### src/rtl/sdram_pkg.sv
// rtl/sdram_pkg.sv - SDRAM init command encodings, sequencer state type and mode-word builder
package sdram_pkg;

  typedef logic [3:0] sdram_cmd_t;

  // {cs_n, ras_n, cas_n, we_n}
  localparam sdram_cmd_t CMD_NOP  = 4'b0111;
  localparam sdram_cmd_t CMD_PRE  = 4'b0010;
  localparam sdram_cmd_t CMD_AREF = 4'b0001;
  localparam sdram_cmd_t CMD_MRS  = 4'b0000;

  typedef enum logic [2:0] {
    ST_WAIT,
    ST_PRE,
    ST_TRP,
    ST_AR,
    ST_TRFC,
    ST_MRS,
    ST_TMRD,
    ST_DONE
  } init_state_t;

  // Low ten address bits of a LOAD MODE REGISTER command; upper bits are zero.
  function automatic logic [9:0] build_mode(input logic       wr_burst,
                                            input logic [2:0] cl,
                                            input logic       bt,
                                            input logic [2:0] bl);
    return {wr_burst, 2'b00, cl, bt, bl};
  endfunction

endpackage

### src/rtl/sdram_timer.sv
// rtl/sdram_timer.sv - loadable down-counter with done flag for tRP/tRFC/tMRD spacing
module sdram_timer #(
  parameter int CNT_W = 3
) (
  input  logic             i_clk,
  input  logic             i_rst_n,
  input  logic             i_load,
  input  logic [CNT_W-1:0] i_val,
  output logic             o_done
);

  logic [CNT_W-1:0] r_cnt;

  always_ff @(posedge i_clk or negedge i_rst_n) begin
    if (!i_rst_n) begin
      r_cnt <= '0;
    end else if (i_load) begin
      r_cnt <= i_val;
    end else if (r_cnt != '0) begin
      r_cnt <= r_cnt - CNT_W'(1);
    end
  end

  assign o_done = (r_cnt == '0);

endmodule

### src/rtl/sdram_init_gen.sv
// rtl/sdram_init_gen.sv - SDRAM power-up init sequencer with reinit and mode-reload handshakes
module sdram_init_gen
  import sdram_pkg::*;
#(
  parameter int         T_WAIT     = 20000,
  parameter int         AR_NUM     = 8,
  parameter int         TRP        = 2,
  parameter int         TRFC       = 7,
  parameter int         TMRD       = 3,
  parameter int         ADDR_W     = 13,
  parameter int         BANK_W     = 2,
  parameter logic [2:0] CAS_LAT    = 3'd3,
  parameter logic [2:0] BURST_LEN  = 3'b111,
  parameter logic       BURST_TYPE = 1'b0,
  parameter logic       WR_BURST   = 1'b0
) (
  input  logic              init_clk,
  input  logic              init_rst_n,
  input  logic              reinit_req,
  output logic              reinit_ack,
  input  logic              mrs_req,
  input  logic [2:0]        mrs_cl,
  input  logic [2:0]        mrs_bl,
  output logic              mrs_ack,
  output logic [3:0]        init_cmd,
  output logic [ADDR_W-1:0] init_addr,
  output logic [BANK_W-1:0] init_bank,
  output logic              init_end,
  output logic [2:0]        cur_cl
);

  localparam int T_MAX  = (TRP > TRFC) ? ((TRP > TMRD) ? TRP : TMRD)
                                       : ((TRFC > TMRD) ? TRFC : TMRD);
  localparam int CNT_W  = $clog2(T_MAX + 1);
  localparam int WAIT_W = $clog2(T_WAIT + 1);
  localparam int AR_W   = $clog2(AR_NUM + 1);

  init_state_t       r_state;
  logic [WAIT_W-1:0] r_wait_cnt;
  logic [AR_W-1:0]   r_ar_cnt;
  logic [2:0]        r_mode_cl;
  logic [2:0]        r_mode_bl;
  sdram_cmd_t        r_cmd;
  logic [ADDR_W-1:0] r_addr;
  logic [BANK_W-1:0] r_bank;
  logic              r_init_end;
  logic              r_reinit_ack;
  logic              r_mrs_ack;

  logic              w_tmr_load;
  logic [CNT_W-1:0]  w_tmr_val;
  logic              w_tmr_done;

  // Timer is armed in each command state so the following wait state lasts exactly N cycles.
  always_comb begin
    w_tmr_load = 1'b1;
    w_tmr_val  = CNT_W'(TRP - 1);
    case (r_state)
      ST_PRE:  w_tmr_val = CNT_W'(TRP - 1);
      ST_AR:   w_tmr_val = CNT_W'(TRFC - 1);
      ST_MRS:  w_tmr_val = CNT_W'(TMRD - 1);
      default: w_tmr_load = 1'b0;
    endcase
  end

  sdram_timer #(
    .CNT_W (CNT_W)
  ) u_timer (
    .i_clk   (init_clk),
    .i_rst_n (init_rst_n),
    .i_load  (w_tmr_load),
    .i_val   (w_tmr_val),
    .o_done  (w_tmr_done)
  );

  always_ff @(posedge init_clk or negedge init_rst_n) begin
    if (!init_rst_n) begin
      r_state      <= ST_WAIT;
      r_wait_cnt   <= '0;
      r_ar_cnt     <= '0;
      r_mode_cl    <= CAS_LAT;
      r_mode_bl    <= BURST_LEN;
      r_cmd        <= CMD_NOP;
      r_addr       <= '1;
      r_bank       <= '1;
      r_init_end   <= 1'b0;
      r_reinit_ack <= 1'b0;
      r_mrs_ack    <= 1'b0;
    end else begin
      r_reinit_ack <= 1'b0;
      r_mrs_ack    <= 1'b0;
      r_init_end   <= 1'b0;
      r_cmd        <= CMD_NOP;
      r_addr       <= '1;
      r_bank       <= '1;
      case (r_state)
        ST_WAIT: begin
          if (r_wait_cnt != WAIT_W'(T_WAIT)) r_wait_cnt <= r_wait_cnt + WAIT_W'(1);
          if (r_wait_cnt == WAIT_W'(T_WAIT - 1)) r_state <= ST_PRE;
        end
        ST_PRE: begin
          r_cmd   <= CMD_PRE;
          r_state <= ST_TRP;
        end
        ST_TRP: begin
          if (w_tmr_done) r_state <= ST_AR;
        end
        ST_AR: begin
          r_cmd    <= CMD_AREF;
          r_ar_cnt <= r_ar_cnt + AR_W'(1);
          r_state  <= ST_TRFC;
        end
        ST_TRFC: begin
          if (w_tmr_done) r_state <= (r_ar_cnt < AR_W'(AR_NUM)) ? ST_AR : ST_MRS;
        end
        ST_MRS: begin
          r_cmd   <= CMD_MRS;
          r_bank  <= '0;
          r_addr  <= {{(ADDR_W-10){1'b0}},
                      build_mode(WR_BURST, r_mode_cl, BURST_TYPE, r_mode_bl)};
          r_state <= ST_TMRD;
        end
        ST_TMRD: begin
          if (w_tmr_done) r_state <= ST_DONE;
        end
        ST_DONE: begin
          // Reinit has priority; a concurrent mrs_req is left pending for the next DONE.
          if (reinit_req) begin
            r_reinit_ack <= 1'b1;
            r_ar_cnt     <= '0;
            r_state      <= ST_PRE;
          end else if (mrs_req) begin
            r_mrs_ack <= 1'b1;
            r_mode_cl <= mrs_cl;
            r_mode_bl <= mrs_bl;
            r_state   <= ST_MRS;
          end else begin
            r_init_end <= 1'b1;
          end
        end
        default: r_state <= ST_WAIT;
      endcase
    end
  end

  assign init_cmd   = r_cmd;
  assign init_addr  = r_addr;
  assign init_bank  = r_bank;
  assign init_end   = r_init_end;
  assign reinit_ack = r_reinit_ack;
  assign mrs_ack    = r_mrs_ack;
  assign cur_cl     = r_mode_cl;

endmodule

### config.mk
export PLATFORM = sky130hd
export DESIGN_NAME = sdram_init_gen
export DESIGN_NICKNAME = d
export VERILOG_FILES = /design/src/rtl/sdram_pkg.sv /design/src/rtl/sdram_timer.sv /design/src/rtl/sdram_init_gen.sv
export SDC_FILE = /design/constraint.sdc
export NUM_CORES = 1
export LEC_CHECK = 0
export CORE_ASPECT_RATIO = 1.5
export CORE_MARGIN = 3
export CORE_UTILIZATION = 30
export CTS_CLUSTER_DIAMETER = 120
export DETAILED_ROUTE_END_ITERATION = 12
export PLACE_DENSITY = 0.56
export SETUP_SLACK_MARGIN = 0.1
export SLEW_MARGIN = 20
export SYNTH_ARGS = -nofsm -noshare
export SYNTH_HDL_FRONTEND = slang
export SYNTH_SLANG_ARGS = --single-unit
export TNS_END_PERCENT = 10
### constraint.sdc
create_clock -name init_clk -period 2.5 [get_ports init_clk]
set_input_delay 0.25 -clock init_clk [delete_from_list [all_inputs] [get_ports init_clk]]
set_output_delay 0.25 -clock init_clk [all_outputs]
set_load 0.02 [all_outputs]
==> summary.txt <==
Outcome
  – Status: finished clean

Worst setup path
  – CP delay by family, top: simple AND/OR/NAND/NOR gates
  – Setup CP Type: flop to flop
  – Crit path cell chain: or4b_4, nor3_4, nand3_1, xnor2_1
  – Critical Path Fanout Max: 13
  – Slowest stage delay, CP: 640 ps
  – Startpoint types: flop
  – Crit path buffers/inverters: 0
  – Required @ worst endpoint: 2680 ps
  – Worst path slowest cell: or4b_4
  – Worst setup EP type: flop
  – Critical path data arrival time: 1980 ps

Placement
  – Dpl cells: 269
  – Dpl hpwl: 2.574 mm
  – Routability cong.: 0.7321
  – DP Area: 2326 um2
  – I/O Buffers: 33

Clock network
  – H-tree depth: 2
  – Sink Count: 44
  – CTS tree: done
  – Clock tree buffer depth: 2
  – Skew-Pair Late Insertion Delay: 290 ps
  – Setup bufs post-CTS: 0
  – Clk Tree Root Cell: clkbuf_8
  – Cts repair resizes: 0
  – CTS clk-pin slew, worst paths: 90 ps
  – Total CTS buffers: 5
  – # hold bufs at CTS: 0

Synth
  – Warnings, synthesis: 0
  – Top FF cell, synth: dfrtp_1
  – Yosys reg bits: 44
  – Mapped Cells: 175
  – Top cells by count, synth: dfrtp_1, nand2_1, dfstp_2
  – Unique masters post-synth: 35
  – FFs w/ async S/R, synth: 1.000
  – Top-count cell post-synth: dfrtp_1
  – Yosys top cell area share: 0.3646
  – Area of the mapped netlist: 1991 um2
  – EDFF count, synth: 0
  – Seq/Total Area, Yosys: 0.5625
  – Avg Synthesized Cell Area: 11.38 um2
  – Post-synth net total: 190
  – Area leader, netlist: dfrtp_1
  – Top cells by area, synth: dfrtp_1, dfstp_2, xnor2_1, mux2_2, buf_4

Global routing
  – Grt total ovfl: 0
  – Global-route wire length before repair: 6.085 mm
  – Gr usage total: 0.1018
  – Vias in the first global route: 1275
  – Largest net degree at the start of global routing: 45
  – Initial antenna violation count: 0

STA
  – Post-route clock period utilization: 0.7200
  – Unrepaired setup endpoints after global routing: no
  – Final Slew Violations: 0
  – Measured slew at the worst slew-check pin: 959.0 ps
  – Worst rel slew slack: 0.3606
  – Max Freq: 555.5 MHz
  – Min cycle time layout: 1800 ps
  – Final setup TNS: 0 ps
  – Setup Skew: 5.502 ps
  – Hold violation count in the final report: 0
  – Endpoints failing setup: 0

Die
  – Die Wd: 72.51 um
  – Initial core utilization: 0.3157
  – Ports: 35
  – Die height: 105.8 um
  – Core area: 6306 um2
  – Cell Rows: 35
  – Die area: 7669 um2

Finish
  – Register area: 1120 um2
  – Multi-input gate area: 762.0 um2
  – Fin cells: 277
  – Syn-to-layout area delta: 22.63%
  – Finished Cell Area: 2441 um2
  – Layout cell share with drive strength beyond 1: 0.1970
  – Fin nets: 217
  – Ant diodes: 0
  – # fillers: 638

Run
  – Max cap viols: 0

Power
  – Clock network fraction of design power: 0.225
  – Leak: 1.052 nW
  – Combinational share of power: 0.310
  – Power per cell area: 1014 nW/um2
  – Worst vdd ir: 0.0003091 V
  – P_sw: 0.8390 mW
  – Reg power frac: 0.465
  – Pint: 1.636 mW
  – Sw Share: 0.3390

Routing
  – Routed WL per cell: 12.96 um
  – Vias/cell: 4.635
  – DRC: 0
  – Vias: 1284
  – Routed WL: 3.589 mm
  – Antenna Nets Post-Route: 0
  – Drt pass-1 iters: 4
  – DRT iter0 DRCs: 99

Hold path
  – Hold Path Class: primary input to async pin
[area by class of cell]
cell class | instances | area share
clock buffer | 5 | 0.02819
clock inverter | 3 | 0.01896
inverter | 7 | 0.01076
multi-input combinational | 111 | 0.3121
sequential | 44 | 0.4587
tap | 74 | 0.03793
timing repair buffer | 33 | 0.1333
[per-stage QoR]
step                      setup WS, ps  total power [mW]  utilization  hold WS, ps
final                            699.9             2.475       0.3871        108.7
after global routing             554.7             2.646       0.3871        172.3
after CTS                        699.6             2.514       0.3871        138.4
after detailed placement         714.6             1.946       0.3688        466.2
after global placement           755.4             1.915       0.3688        456.5
after floorplan                  947.2             1.677            -       -45.59
[registers in the layout, indices dropped and copies added (netlist names)]
signal	cells
r_ar_cnt	4
u_timer.r_cnt	3
init_cmd	3
cur_cl	3
r_wait_cnt	15
reinit_ack	1
r_mode_bl	3
init_end	1
init_bank	1
init_addr	6
r_state	3
mrs_ack	1
[logic make-up (layout without fill, tap and decap cells)]
| group | count (synthesis) | in the layout | share of synthesized area |
|---|---|---|---|
| compound gates | 16 | 16 | 0.04463 |
| xor+xnor | 16 | 16 | 0.07040 |
| mux | 8 | 8 | 0.04463 |
| buf+inv | 20 | 48 | 0.05468 |
| other cells | 1 | 1 | 0.001884 |
| fa+ha+maj | 5 | 5 | 0.03143 |
| simple gates | 65 | 65 | 0.1898 |
| flops | 44 | 44 | 0.5625 |
[power groups by stage]
stage | clock (mW) | sequential [mW] | combinational (mW)
global route | 0.608 | 1.19 | 0.849
floorplan | 0 | 1.17 | 0.509
global placement | 0 | 1.15 | 0.762
finish | 0.558 | 1.15 | 0.766
CTS | 0.580 | 1.15 | 0.783
detailed placement | 0 | 1.17 | 0.780
[cells in the final DEF, fill, tap and decap left out, drive strengths merged, types with 2 or more instances in the layout]
| master | count |
|---|---|
| a21oi | 2 |
| and4 | 3 |
| clkbuf | 5 |
| clkdlybuf4s50 | 32 |
| dfrtp | 29 |
| dfstp | 15 |
| ha | 5 |
| inv | 8 |
| mux2 | 7 |
| nand2 | 16 |
| nand3 | 7 |
| nand3b | 2 |
| nand4 | 6 |
| nor2 | 10 |
| nor3 | 5 |
| nor3b | 2 |
| o21ai | 10 |
| or2 | 6 |
| xnor2 | 13 |
| xor2 | 3 |
[final timing paths]
path                                       startpoint                          to  slack (ps)  cells past startpoint
setup / recovery               r_state[2]$_DFFE_PN0P_   r_wait_cnt[9]$_DFFE_PN0P_         700                      4
hold / removal                             init_rst_n      r_state[1]$_DFFE_PN0P_         110                      1
setup reg to reg               r_state[2]$_DFFE_PN0P_   r_wait_cnt[9]$_DFFE_PN0P_         700                      4
hold reg to reg            r_wait_cnt[14]$_DFFE_PN0P_  r_wait_cnt[14]$_DFFE_PN0P_         480                      1
max in group asynchronous                  init_rst_n        reinit_ack$_DFF_PN0_        1810                      1
min in group init_clk      r_wait_cnt[14]$_DFFE_PN0P_  r_wait_cnt[14]$_DFFE_PN0P_         480                      1
[layer usage]
metal,track usage,up-vias,routed length [um]
met5,0,-,0
met4,0.03958,0,71
met3,0.02385,6,170
met2,0.1682,27,1829
met1,0.1265,612,1517
li1,-,639,-
Power figures use the tool's default switching activity.
